===== src/rtl/exe_stage.sv =====
// -----------------------------------------------------------------------------
// exe_stage : execute stage of the 5-stage MIPS pipeline.
//
// Computes the single-cycle ALU result combinationally and owns the HI/LO
// registers. An iterative multiply/divide unit (one bit per cycle) stalls the
// front of the pipeline while it runs and writes HI/LO when it finishes.
//
// Ports
//   clock        rising-edge clock
//   reset        asynchronous active-low reset (0 = reset)
//   EXE_flush    squash the instruction in EXE, abort any in-flight mult/div
//   EXE_alu_ctrl 6-bit operation code
//   EXE_s_b      operand-B select: 1 = EXE_ex_imm, 0 = EXE_b
//   EXE_pc       PC of the instruction in EXE
//   EXE_a        operand A (rs)
//   EXE_b        operand B (rt)
//   EXE_ex_imm   extended immediate
//   EXE_alu_out  result to the EXE/MEM register
//   EXE_stall    hold PC, IF/ID and ID/EXE
//   EXE_md_busy  high while the mult/div unit is iterating
// -----------------------------------------------------------------------------
module exe_stage #(
    parameter int XLEN     = 32,
    parameter int MD_ITERS = 32
) (
    input  logic            clock,
    input  logic            reset,
    input  logic            EXE_flush,
    input  logic [5:0]      EXE_alu_ctrl,
    input  logic            EXE_s_b,
    input  logic [31:0]     EXE_pc,
    input  logic [XLEN-1:0] EXE_a,
    input  logic [XLEN-1:0] EXE_b,
    input  logic [XLEN-1:0] EXE_ex_imm,
    output logic [XLEN-1:0] EXE_alu_out,
    output logic            EXE_stall,
    output logic            EXE_md_busy
);

    localparam int CNT_W = $clog2(MD_ITERS);
    localparam int SH_W  = $clog2(XLEN);
    localparam logic [CNT_W-1:0] CNT_LAST = CNT_W'(MD_ITERS - 1);

    localparam logic [5:0] OP_NOP   = 6'h00;
    localparam logic [5:0] OP_ADD   = 6'h01;
    localparam logic [5:0] OP_SUB   = 6'h02;
    localparam logic [5:0] OP_AND   = 6'h03;
    localparam logic [5:0] OP_OR    = 6'h04;
    localparam logic [5:0] OP_XOR   = 6'h05;
    localparam logic [5:0] OP_NOR   = 6'h06;
    localparam logic [5:0] OP_SLT   = 6'h07;
    localparam logic [5:0] OP_SLTU  = 6'h08;
    localparam logic [5:0] OP_SLL   = 6'h09;
    localparam logic [5:0] OP_SRL   = 6'h0A;
    localparam logic [5:0] OP_SRA   = 6'h0B;
    localparam logic [5:0] OP_LUI   = 6'h0C;
    localparam logic [5:0] OP_MFHI  = 6'h14;
    localparam logic [5:0] OP_MFLO  = 6'h15;
    localparam logic [5:0] OP_MTHI  = 6'h16;
    localparam logic [5:0] OP_MTLO  = 6'h17;
    localparam logic [5:0] OP_LINK  = 6'h18;

    typedef enum logic [1:0] {
        ST_IDLE = 2'd0,
        ST_BUSY = 2'd1,
        ST_DONE = 2'd2
    } md_state_e;

    // Two's-complement negate when n is set.
    function automatic logic [XLEN-1:0] neg_if(input logic n, input logic [XLEN-1:0] v);
        return n ? (~v + {{(XLEN-1){1'b0}}, 1'b1}) : v;
    endfunction

    function automatic logic [2*XLEN-1:0] neg_if_wide(input logic n, input logic [2*XLEN-1:0] v);
        return n ? (~v + {{(2*XLEN-1){1'b0}}, 1'b1}) : v;
    endfunction

    md_state_e         state_q, state_d;
    logic [CNT_W-1:0]  cnt_q, cnt_d;
    logic [XLEN-1:0]   hi_q, hi_d;
    logic [XLEN-1:0]   lo_q, lo_d;
    // Shared iteration register: {partial, multiplier} or {remainder, dividend/quotient}.
    logic [2*XLEN-1:0] acc_q, acc_d;
    logic [XLEN-1:0]   bmag_q, bmag_d;
    logic [XLEN-1:0]   araw_q, araw_d;
    logic              is_div_q, is_div_d;
    logic              neg_prod_q, neg_prod_d;   // negate product / quotient
    logic              neg_rem_q, neg_rem_d;     // negate remainder
    logic              dz_q, dz_d;               // divide by zero

    logic [XLEN-1:0]   op_b_s;
    logic              is_md_s;
    logic              md_signed_s;
    logic              a_neg_s, b_neg_s;
    logic [XLEN-1:0]   a_mag_s, b_mag_s;
    logic [XLEN:0]     mult_sum_s;
    logic [XLEN:0]     div_trial_s;
    logic              div_ge_s;
    logic [XLEN-1:0]   div_sub_s;
    logic [2*XLEN-1:0] step_acc_s;
    logic [2*XLEN-1:0] prod_s;
    logic [XLEN-1:0]   res_hi_s, res_lo_s;
    logic [XLEN-1:0]   alu_s;
    logic              stall_s;
    logic [SH_W-1:0]   sh_s;

    // Operand selection and mult/div operand conditioning.
    always_comb begin
        op_b_s      = EXE_s_b ? EXE_ex_imm : EXE_b;
        is_md_s     = (EXE_alu_ctrl[5:2] == 4'b0100);
        md_signed_s = ~EXE_alu_ctrl[0];
        a_neg_s     = md_signed_s & EXE_a[XLEN-1];
        b_neg_s     = md_signed_s & op_b_s[XLEN-1];
        a_mag_s     = neg_if(a_neg_s, EXE_a);
        b_mag_s     = neg_if(b_neg_s, op_b_s);
        sh_s        = EXE_a[SH_W-1:0];
    end

    // One iteration of shift-add multiply or restoring divide on magnitudes.
    always_comb begin
        mult_sum_s  = {1'b0, acc_q[2*XLEN-1:XLEN]}
                    + (acc_q[0] ? {1'b0, bmag_q} : {(XLEN+1){1'b0}});
        div_trial_s = acc_q[2*XLEN-1:XLEN-1];
        div_ge_s    = (div_trial_s >= {1'b0, bmag_q});
        // The true difference is below bmag_q, so the low XLEN bits are exact.
        div_sub_s   = div_trial_s[XLEN-1:0] - bmag_q;
        if (is_div_q) begin
            if (div_ge_s) begin
                step_acc_s = {div_sub_s, acc_q[XLEN-2:0], 1'b1};
            end else begin
                step_acc_s = {acc_q[2*XLEN-2:0], 1'b0};
            end
        end else begin
            step_acc_s = {mult_sum_s, acc_q[XLEN-1:1]};
        end
    end

    // Sign fix-up and divide-by-zero override of the final iteration result.
    always_comb begin
        prod_s = neg_if_wide(neg_prod_q, step_acc_s);
        if (is_div_q) begin
            if (dz_q) begin
                res_lo_s = {XLEN{1'b1}};
                res_hi_s = araw_q;
            end else begin
                res_lo_s = neg_if(neg_prod_q, step_acc_s[XLEN-1:0]);
                res_hi_s = neg_if(neg_rem_q, step_acc_s[2*XLEN-1:XLEN]);
            end
        end else begin
            res_lo_s = prod_s[XLEN-1:0];
            res_hi_s = prod_s[2*XLEN-1:XLEN];
        end
    end

    // Single-cycle ALU result; multicycle and unknown codes give zero.
    always_comb begin
        alu_s = {XLEN{1'b0}};
        case (EXE_alu_ctrl)
            OP_NOP:  alu_s = {XLEN{1'b0}};
            OP_ADD:  alu_s = EXE_a + op_b_s;
            OP_SUB:  alu_s = EXE_a - op_b_s;
            OP_AND:  alu_s = EXE_a & op_b_s;
            OP_OR:   alu_s = EXE_a | op_b_s;
            OP_XOR:  alu_s = EXE_a ^ op_b_s;
            OP_NOR:  alu_s = ~(EXE_a | op_b_s);
            OP_SLT:  alu_s = {{(XLEN-1){1'b0}}, ($signed(EXE_a) < $signed(op_b_s))};
            OP_SLTU: alu_s = {{(XLEN-1){1'b0}}, (EXE_a < op_b_s)};
            OP_SLL:  alu_s = op_b_s << sh_s;
            OP_SRL:  alu_s = op_b_s >> sh_s;
            OP_SRA:  alu_s = $signed(op_b_s) >>> sh_s;
            OP_LUI:  alu_s = {op_b_s[15:0], 16'h0000};
            OP_MFHI: alu_s = hi_q;
            OP_MFLO: alu_s = lo_q;
            OP_MTHI: alu_s = EXE_a;
            OP_MTLO: alu_s = EXE_a;
            OP_LINK: alu_s = EXE_pc + 32'd8;
            default: alu_s = {XLEN{1'b0}};
        endcase
    end

    // Mult/div FSM next state, HI/LO updates and stall request.
    always_comb begin
        state_d    = state_q;
        cnt_d      = cnt_q;
        hi_d       = hi_q;
        lo_d       = lo_q;
        acc_d      = acc_q;
        bmag_d     = bmag_q;
        araw_d     = araw_q;
        is_div_d   = is_div_q;
        neg_prod_d = neg_prod_q;
        neg_rem_d  = neg_rem_q;
        dz_d       = dz_q;
        stall_s    = 1'b0;
        if (EXE_flush) begin
            state_d = ST_IDLE;
            cnt_d   = {CNT_W{1'b0}};
        end else begin
            case (state_q)
                ST_IDLE: begin
                    if (is_md_s) begin
                        stall_s    = 1'b1;
                        state_d    = ST_BUSY;
                        cnt_d      = {CNT_W{1'b0}};
                        acc_d      = {{XLEN{1'b0}}, a_mag_s};
                        bmag_d     = b_mag_s;
                        araw_d     = EXE_a;
                        is_div_d   = EXE_alu_ctrl[1];
                        neg_prod_d = a_neg_s ^ b_neg_s;
                        neg_rem_d  = a_neg_s;
                        dz_d       = EXE_alu_ctrl[1] & (op_b_s == {XLEN{1'b0}});
                    end else if (EXE_alu_ctrl == OP_MTHI) begin
                        hi_d = EXE_a;
                    end else if (EXE_alu_ctrl == OP_MTLO) begin
                        lo_d = EXE_a;
                    end else begin
                        state_d = ST_IDLE;
                    end
                end
                ST_BUSY: begin
                    stall_s = 1'b1;
                    acc_d   = step_acc_s;
                    if (cnt_q == CNT_LAST) begin
                        hi_d    = res_hi_s;
                        lo_d    = res_lo_s;
                        cnt_d   = {CNT_W{1'b0}};
                        state_d = ST_DONE;
                    end else begin
                        cnt_d = cnt_q + {{(CNT_W-1){1'b0}}, 1'b1};
                    end
                end
                // DONE releases the pipeline once; no restart on the held code.
                ST_DONE: state_d = ST_IDLE;
                default: state_d = ST_IDLE;
            endcase
        end
    end

    // State, counter, HI/LO and latched operand registers.
    always_ff @(posedge clock or negedge reset) begin
        if (!reset) begin
            state_q    <= ST_IDLE;
            cnt_q      <= {CNT_W{1'b0}};
            hi_q       <= {XLEN{1'b0}};
            lo_q       <= {XLEN{1'b0}};
            acc_q      <= {(2*XLEN){1'b0}};
            bmag_q     <= {XLEN{1'b0}};
            araw_q     <= {XLEN{1'b0}};
            is_div_q   <= 1'b0;
            neg_prod_q <= 1'b0;
            neg_rem_q  <= 1'b0;
            dz_q       <= 1'b0;
        end else begin
            state_q    <= state_d;
            cnt_q      <= cnt_d;
            hi_q       <= hi_d;
            lo_q       <= lo_d;
            acc_q      <= acc_d;
            bmag_q     <= bmag_d;
            araw_q     <= araw_d;
            is_div_q   <= is_div_d;
            neg_prod_q <= neg_prod_d;
            neg_rem_q  <= neg_rem_d;
            dz_q       <= dz_d;
        end
    end

    assign EXE_alu_out = alu_s;
    // The start request is combinational, so it is masked while reset is held.
    assign EXE_stall   = stall_s & reset;
    assign EXE_md_busy = (state_q == ST_BUSY);

endmodule


===== config.mk =====
export PLATFORM = sky130hd
export DESIGN_NAME = exe_stage
export DESIGN_NICKNAME = d
export VERILOG_FILES = /design/src/rtl/exe_stage.sv
export SDC_FILE = /design/constraint.sdc
export NUM_CORES = 2
export LEC_CHECK = 0
export BUFFER_PORTS_ARGS = -buffer_cell sky130_fd_sc_hd__buf_2
export CORE_MARGIN = 5
export CORE_UTILIZATION = 26
export DETAILED_ROUTE_END_ITERATION = 6
export PLACE_DENSITY_LB_ADDON = 0.15
export SLEW_MARGIN = 30
export SYNTH_ARGS = -nofsm -noshare
export SYNTH_HDL_FRONTEND = slang
export SYNTH_SLANG_ARGS = --single-unit

===== constraint.sdc =====
create_clock -name clock -period 10.92 [get_ports clock]
set_input_delay 0.546 -clock clock [delete_from_list [all_inputs] [get_ports clock]]
set_output_delay 0.546 -clock clock [all_outputs]
set_load 0.005 [all_outputs]

After elaboration in Yosys (flattened, before gate mapping)

Index checks and enable logic that the tools add are counted.

Logic and storage cells: 123
Register bits: 203
Output and inout bits: 34
Bits of input ports: 138

Add/sub/neg operators: 11
Equal/unequal tests: 30
Reduce and logical (&&, ||, !) cells: 11
Magnitude comparators: 3
Shift-type cells: 3
Multiplexer cells: 38
Bitwise operators: 16

Operators by type and width:

| operator                                                        | count |
|---|---|
| 32-bit two-way mux                                              | 17 |
| 32-bit case mux with 16 select lines                            | 1 |
| 64-bit two-way mux                                              | 4 |
| 32-bit NOT                                                      | 5 |
| 32-bit by 1-bit adder with 32-bit output, second input constant | 4 |
| 32-bit case mux with 2 select lines                             | 2 |
| 64-bit case mux with 2 select lines                             | 1 |
| 64-bit by 1-bit adder with 64-bit output, second input constant | 1 |
| 32-bit < comparator                                             | 2 |
| 64-bit NOT                                                      | 1 |
| 32-bit subtractor                                               | 2 |
| 32-bit by 32-bit adder with 33-bit output                       | 1 |
| 33-bit by 32-bit >= comparator with 1-bit output                | 1 |
| 32-bit adder                                                    | 1 |
| 32-bit by 4-bit adder with 32-bit output, second input constant | 1 |
| 32-bit bitwise AND                                              | 1 |
| 32-bit logical NOT                                              | 1 |
| 32-bit bitwise OR                                               | 1 |
| 32-bit by 5-bit left shift with 32-bit output                   | 1 |
| 32-bit by 5-bit >> shifter with 32-bit output                   | 1 |
| 32-bit by 5-bit >>> shifter with 32-bit output                  | 1 |
| 32-bit XOR                                                      | 1 |
| 6-bit by 4-bit == test with 1-bit output, second input constant | 5 |
| 6-bit by 5-bit == test with 1-bit output, second input constant | 5 |
| other kinds (29)                                                | 51 |

Longest topological paths before layout

Depth in word-level cells: 10
Depth in mapped cells: 21
Gate-level depth less buffers: 20

Worst setup path before layout

Ideal clock, no wire load.

Path kind: input port to output port
Start point: input port EXE_s_b
End point: output port EXE_alu_out[0]
Stages: 19
Buffers on the path: 2
Slack: 5266 ps
Data required time: 10374 ps
Arrival: 5108 ps
Cells stage by stage: clkbuf_1 clkbuf_1 mux2i_1 inv_1 ha_1 fa_1 o21bai_1 a21oi_1 o211ai_1 a31oi_1 o41ai_1 nand4b_1 a21o_1 a21oi_1 a31oi_1 o21ba_2 a21oi_1 nor4b_1 or4_1

Longest elaborated chain between the ends: 4
Elaborated cells on any way between the ends: 13
Classes of those cells: add/sub (2); order compare (2); shift (3); mux (2); bitwise (4)

Ends and longest elaborated chain:

| what                                                      | RTL line | RTL |
|---|---|---|
| from (decl)                                               | 30       | `input logic EXE_s_b,` |
| 32-bit two-way mux *                                      | 109      | `op_b_s = EXE_s_b ? EXE_ex_imm : EXE_b;` |
| branches (longest 2 deep; another with 32-bit subtractor) | -        |  |
| 32-bit case mux with 16 select lines *                    | 158      | `case (EXE_alu_ctrl)` |
| to (decl)                                                 | 35       | `output logic [XLEN-1:0] EXE_alu_out,` |

Every way passes the cells marked *.

Worst setup path after layout

Ends and elaborated chain as after synthesis.

==> run_results.csv <==
group,metric,value,unit
worst_setup_path,rr_worst_depth,21,
timing,fin_crit,7418,ps
grt,grt_pass1_vias,29270,
yosys,async_flop_share,100.0,%
route,wirelength,157000,µm
place,gp_congestion,1.007,
power,p_leak,12.90,nW
clock_network,postCtsSetupBuffers,0,
worst_hold_path,hold_class,"in2reg",
yosys,yosys_warnings,0,
clock_network,post_cts_resized,0,
yosys,synth-seq-cells,203,
clock_network,tritoncts,"done",
yosys,ys.flop_type,"dfrtp_1",
clock_network,root_buffer,"clkbuf_16",
place,io_buffer_count,171,
timing,slew_headroom,28.40,%
yosys,syn_nets,4183,
floorplanning,rows,118,
route,vias,31550,
clock_network,htree_levels,1,
route,antenna_left,0,
route,first_iter_violations,3986,
clock_network,clock_sinks,203,
place,dpl.cell_count,5258,
layout,fill_cells,11660,
route,drc,2,
layout,final_cells,5315,
layout,nets,4220,
timing,tightest_slew,1070,ps
worst_hold_path,hp-start,"EXE_flush",
run_status,outcome,"finished, violations left",
yosys,synth_edf_count,0,
worst_setup_path,crit_type,"in2out",
job,cap_violations,0,
place,dpl.hpwl,122100,µm
clock_network,cts_inserted_buffers,27,
worst_setup_path,end_kind,"output pin",
layout,drive_above_1_share,10.58,%
floorplanning,die_y,334.1,µm
layout,syn2layout_area_growth,12.16,%
timing,fin_skew,14.48,ps
grt,grt_max_degree,95,
worst_setup_path,r2r-start,"acc_q[36]$_DFFE_PN0P_",
timing,timing.fmax,134.8,MHz
yosys,syn_area,27310,µm²
grt,overflow,0,
grt,grt_usage,26.54,%
worst_hold_path,worstHoldEndpoint,"state_q[0]$_DFFE_PN0P_",
worst_setup_path,reg2reg_setup_slack,4400,ps
layout,stdcell_area,30630,µm²
floorplanning,ios,172,
clock_network,postCtsHoldBufs,1,
worst_setup_path,r2r_end,"hi_q[6]$_DFFE_PN0P_",
yosys,syn_area_per_cell,7.049,µm²
worst_setup_path,start_kind,"primary input",
clock_network,path_clk_slew,70,ps
timing,finalHoldViolCount,0,
power,p_per_area,207.3,nW/µm²
power,power,0.006348,W
run_status,violations,"design-rule violations",
power,peakVddDrop,158.9,µV
grt,grt_pass1_wl,219400,µm
worst_setup_path,cp.required,10370,ps
floorplanning,fp.dieW,334.1,µm
route,first_pass_iters,7,
clock_network,cts_buffer_depth,3,
timing,rsz0062_at_grt,"no",
grt,antenna_found_initial,12,
yosys,ys_types,106,
floorplanning,die_area,111600,µm²
timing,period_share,67.93,%
timing,layout_setup_ws,3502,ps
route,viasPerCell,5.936,
yosys,netlist_instances,3874,
yosys,synth_seq_area_share,18.60,%
place,place_ws,3429,ps
timing,setup_viol_count_final,0,
clock_network,clk_latency,600,ps
worst_setup_path,cp_max_fo,32,
floorplanning,core_area,103900,µm²
floorplanning,start_util,26.27,%
worst_hold_path,hold_depth,2,
place,dpl_cell_area,29660,µm²
timing,finalMaxSlewViolations,0,
route,wire_per_inst,29.53,µm
worst_setup_path,cp.arrival,6870,ps
timing,setup_tns,0,ps
==> layout by cell type (no fill, tap or decap), types with 27 or more instances in the layout <==
master     count
o211ai_1      62
and3_1        30
nand4_1       44
o22ai_1       62
ha_1         167
a211oi_1      47
a21o_1        37
nand2b_1      33
clkbuf_16     27
a221oi_1      43
nor2_1       375
o21bai_1      28
buf_2        170
nor3_1        67
buf_4         93
a21oi_1      292
nand3_1      123
xor2_1        53
nand2_1      477
xnor2_1      144
a31oi_1       45
dfrtp_1      200
o31ai_1       30
inv_1        166
and2_1        49
o21ai_0      446
mux2i_1      135
or3_1         32
==> metrics by stage <==
stage / hold slack [ps] / utilization, %
final: 158.5 / 29.47
after global routing: 153.1 / 29.46
after CTS: 138.4 / 29.40
after detailed placement: 465.3 / 28.54
after global placement: 456.3 / 28.53
after floorplan: 250.4 / -
==> Yosys cell counts, drive strengths merged, types with 31 or more instances <==
| cell | instances | area share (%) |
|---|---|---|
| nand2 | 480 | 6.6 |
| o21ai | 454 | 8.3 |
| nor2 | 384 | 5.3 |
| a21oi | 293 | 5.4 |
| clkbuf | 205 | 2.8 |
| dfrtp | 203 | 19 |
| inv | 171 | 2.4 |
| ha | 167 | 7.7 |
| xnor2 | 144 | 4.6 |
| mux2i | 139 | 5.1 |
| nand3 | 126 | 2.4 |
| nor3 | 70 | 1.3 |
| o211ai | 63 | 1.8 |
| o22ai | 62 | 1.4 |
| buf | 55 | 0.88 |
| xor2 | 53 | 1.7 |
| and2 | 50 | 1.1 |
| a211oi | 47 | 1.3 |
| a31oi | 45 | 1.0 |
| nand4 | 45 | 1.1 |
| a221oi | 43 | 1.4 |
| a21o | 37 | 1.0 |
| nand2b | 34 | 0.78 |
| o31ai | 32 | 0.92 |
| or3 | 32 | 0.73 |
| and3 | 31 | 0.71 |
==> power breakdown <==
group | internal [W] | total, W | switching, W
logic | 0.00136 | 0.00417 | 0.00281
registers | 0.000963 | 0.00125 | 0.000288
clock network | 0.000510 | 0.000930 | 0.000420
==> per-layer routing <==
layer	GRT usage [%]	share of wire (%)
met2	40.38	43
met4	9.595	4.4
met1	36.74	43
met5	0	0.0096
met3	6.208	9.4
==> worst max-delay path, cell delays in order <==
cell and delay, ps:
buf_2 690, mux2i_2 720, inv_1 180, ha_1 350, fa_1 470, o21bai_1 210, a21oi_1 210, o211ai_1 330
a31oi_1 190, o41ai_1 760, nand4b_1 270, a21o_1 240, a21oi_1 290, a31oi_1 200, o21ba_2 270, a21oi_1 160
nor4b_1 70, or4_1 520, buf_2 150
==> worst max path at each step <==
stage / from / endpoint / cells past startpoint
final: EXE_s_b / EXE_alu_out[0] / 19
after global routing: EXE_s_b / EXE_alu_out[0] / 19
after CTS: EXE_s_b / EXE_alu_out[0] / 19
after detailed placement: EXE_s_b / EXE_alu_out[0] / 19
after global placement: EXE_s_b / EXE_alu_out[0] / 19
after floorplan: EXE_s_b / EXE_alu_out[0] / 19
==> flip-flops by register name, indices dropped and copies added, names as in the netlist <==
signal and flops:
araw_q 32, acc_q 64, cnt_q 5, hi_q 32, neg_prod_q 1, is_div_q 1
lo_q 32, dz_q 1, bmag_q 32, state_q 2, neg_rem_q 1
==> final cells by class <==
class / instances / area, µm² / share of cell area, %
well taps: 1380 / 1727 / 5.638
clock buffers: 32 / 734.5 / 2.398
repair buffers: 268 / 1627 / 5.311
inverters: 173 / 649.4 / 2.120
clock inverters: 18 / 153.9 / 0.5025
flip-flops and latches: 203 / 5086 / 16.61
multi-input cells: 3238 / 20640 / 67.40
diodes: 3 / 7.507 / 0.02451
==> cell families (layout without fill, tap and decap cells) <==
group                    after synthesis  count (layout)  synth area share, %
AND/OR/NAND/NOR                     1357            1357                23.01
AO/OA/AOI/OAI                       1351            1351                31.67
buffers and inverters                433             491                6.076
flip-flops                           203             203                18.60
XOR/XNOR                             197             197                6.319
adder cells (fa/ha/maj)              171             171                7.945
multiplexers                         162             162                6.374
other                                  0               3                    0
No activity file was read; power rests on OpenSTA's default activity.
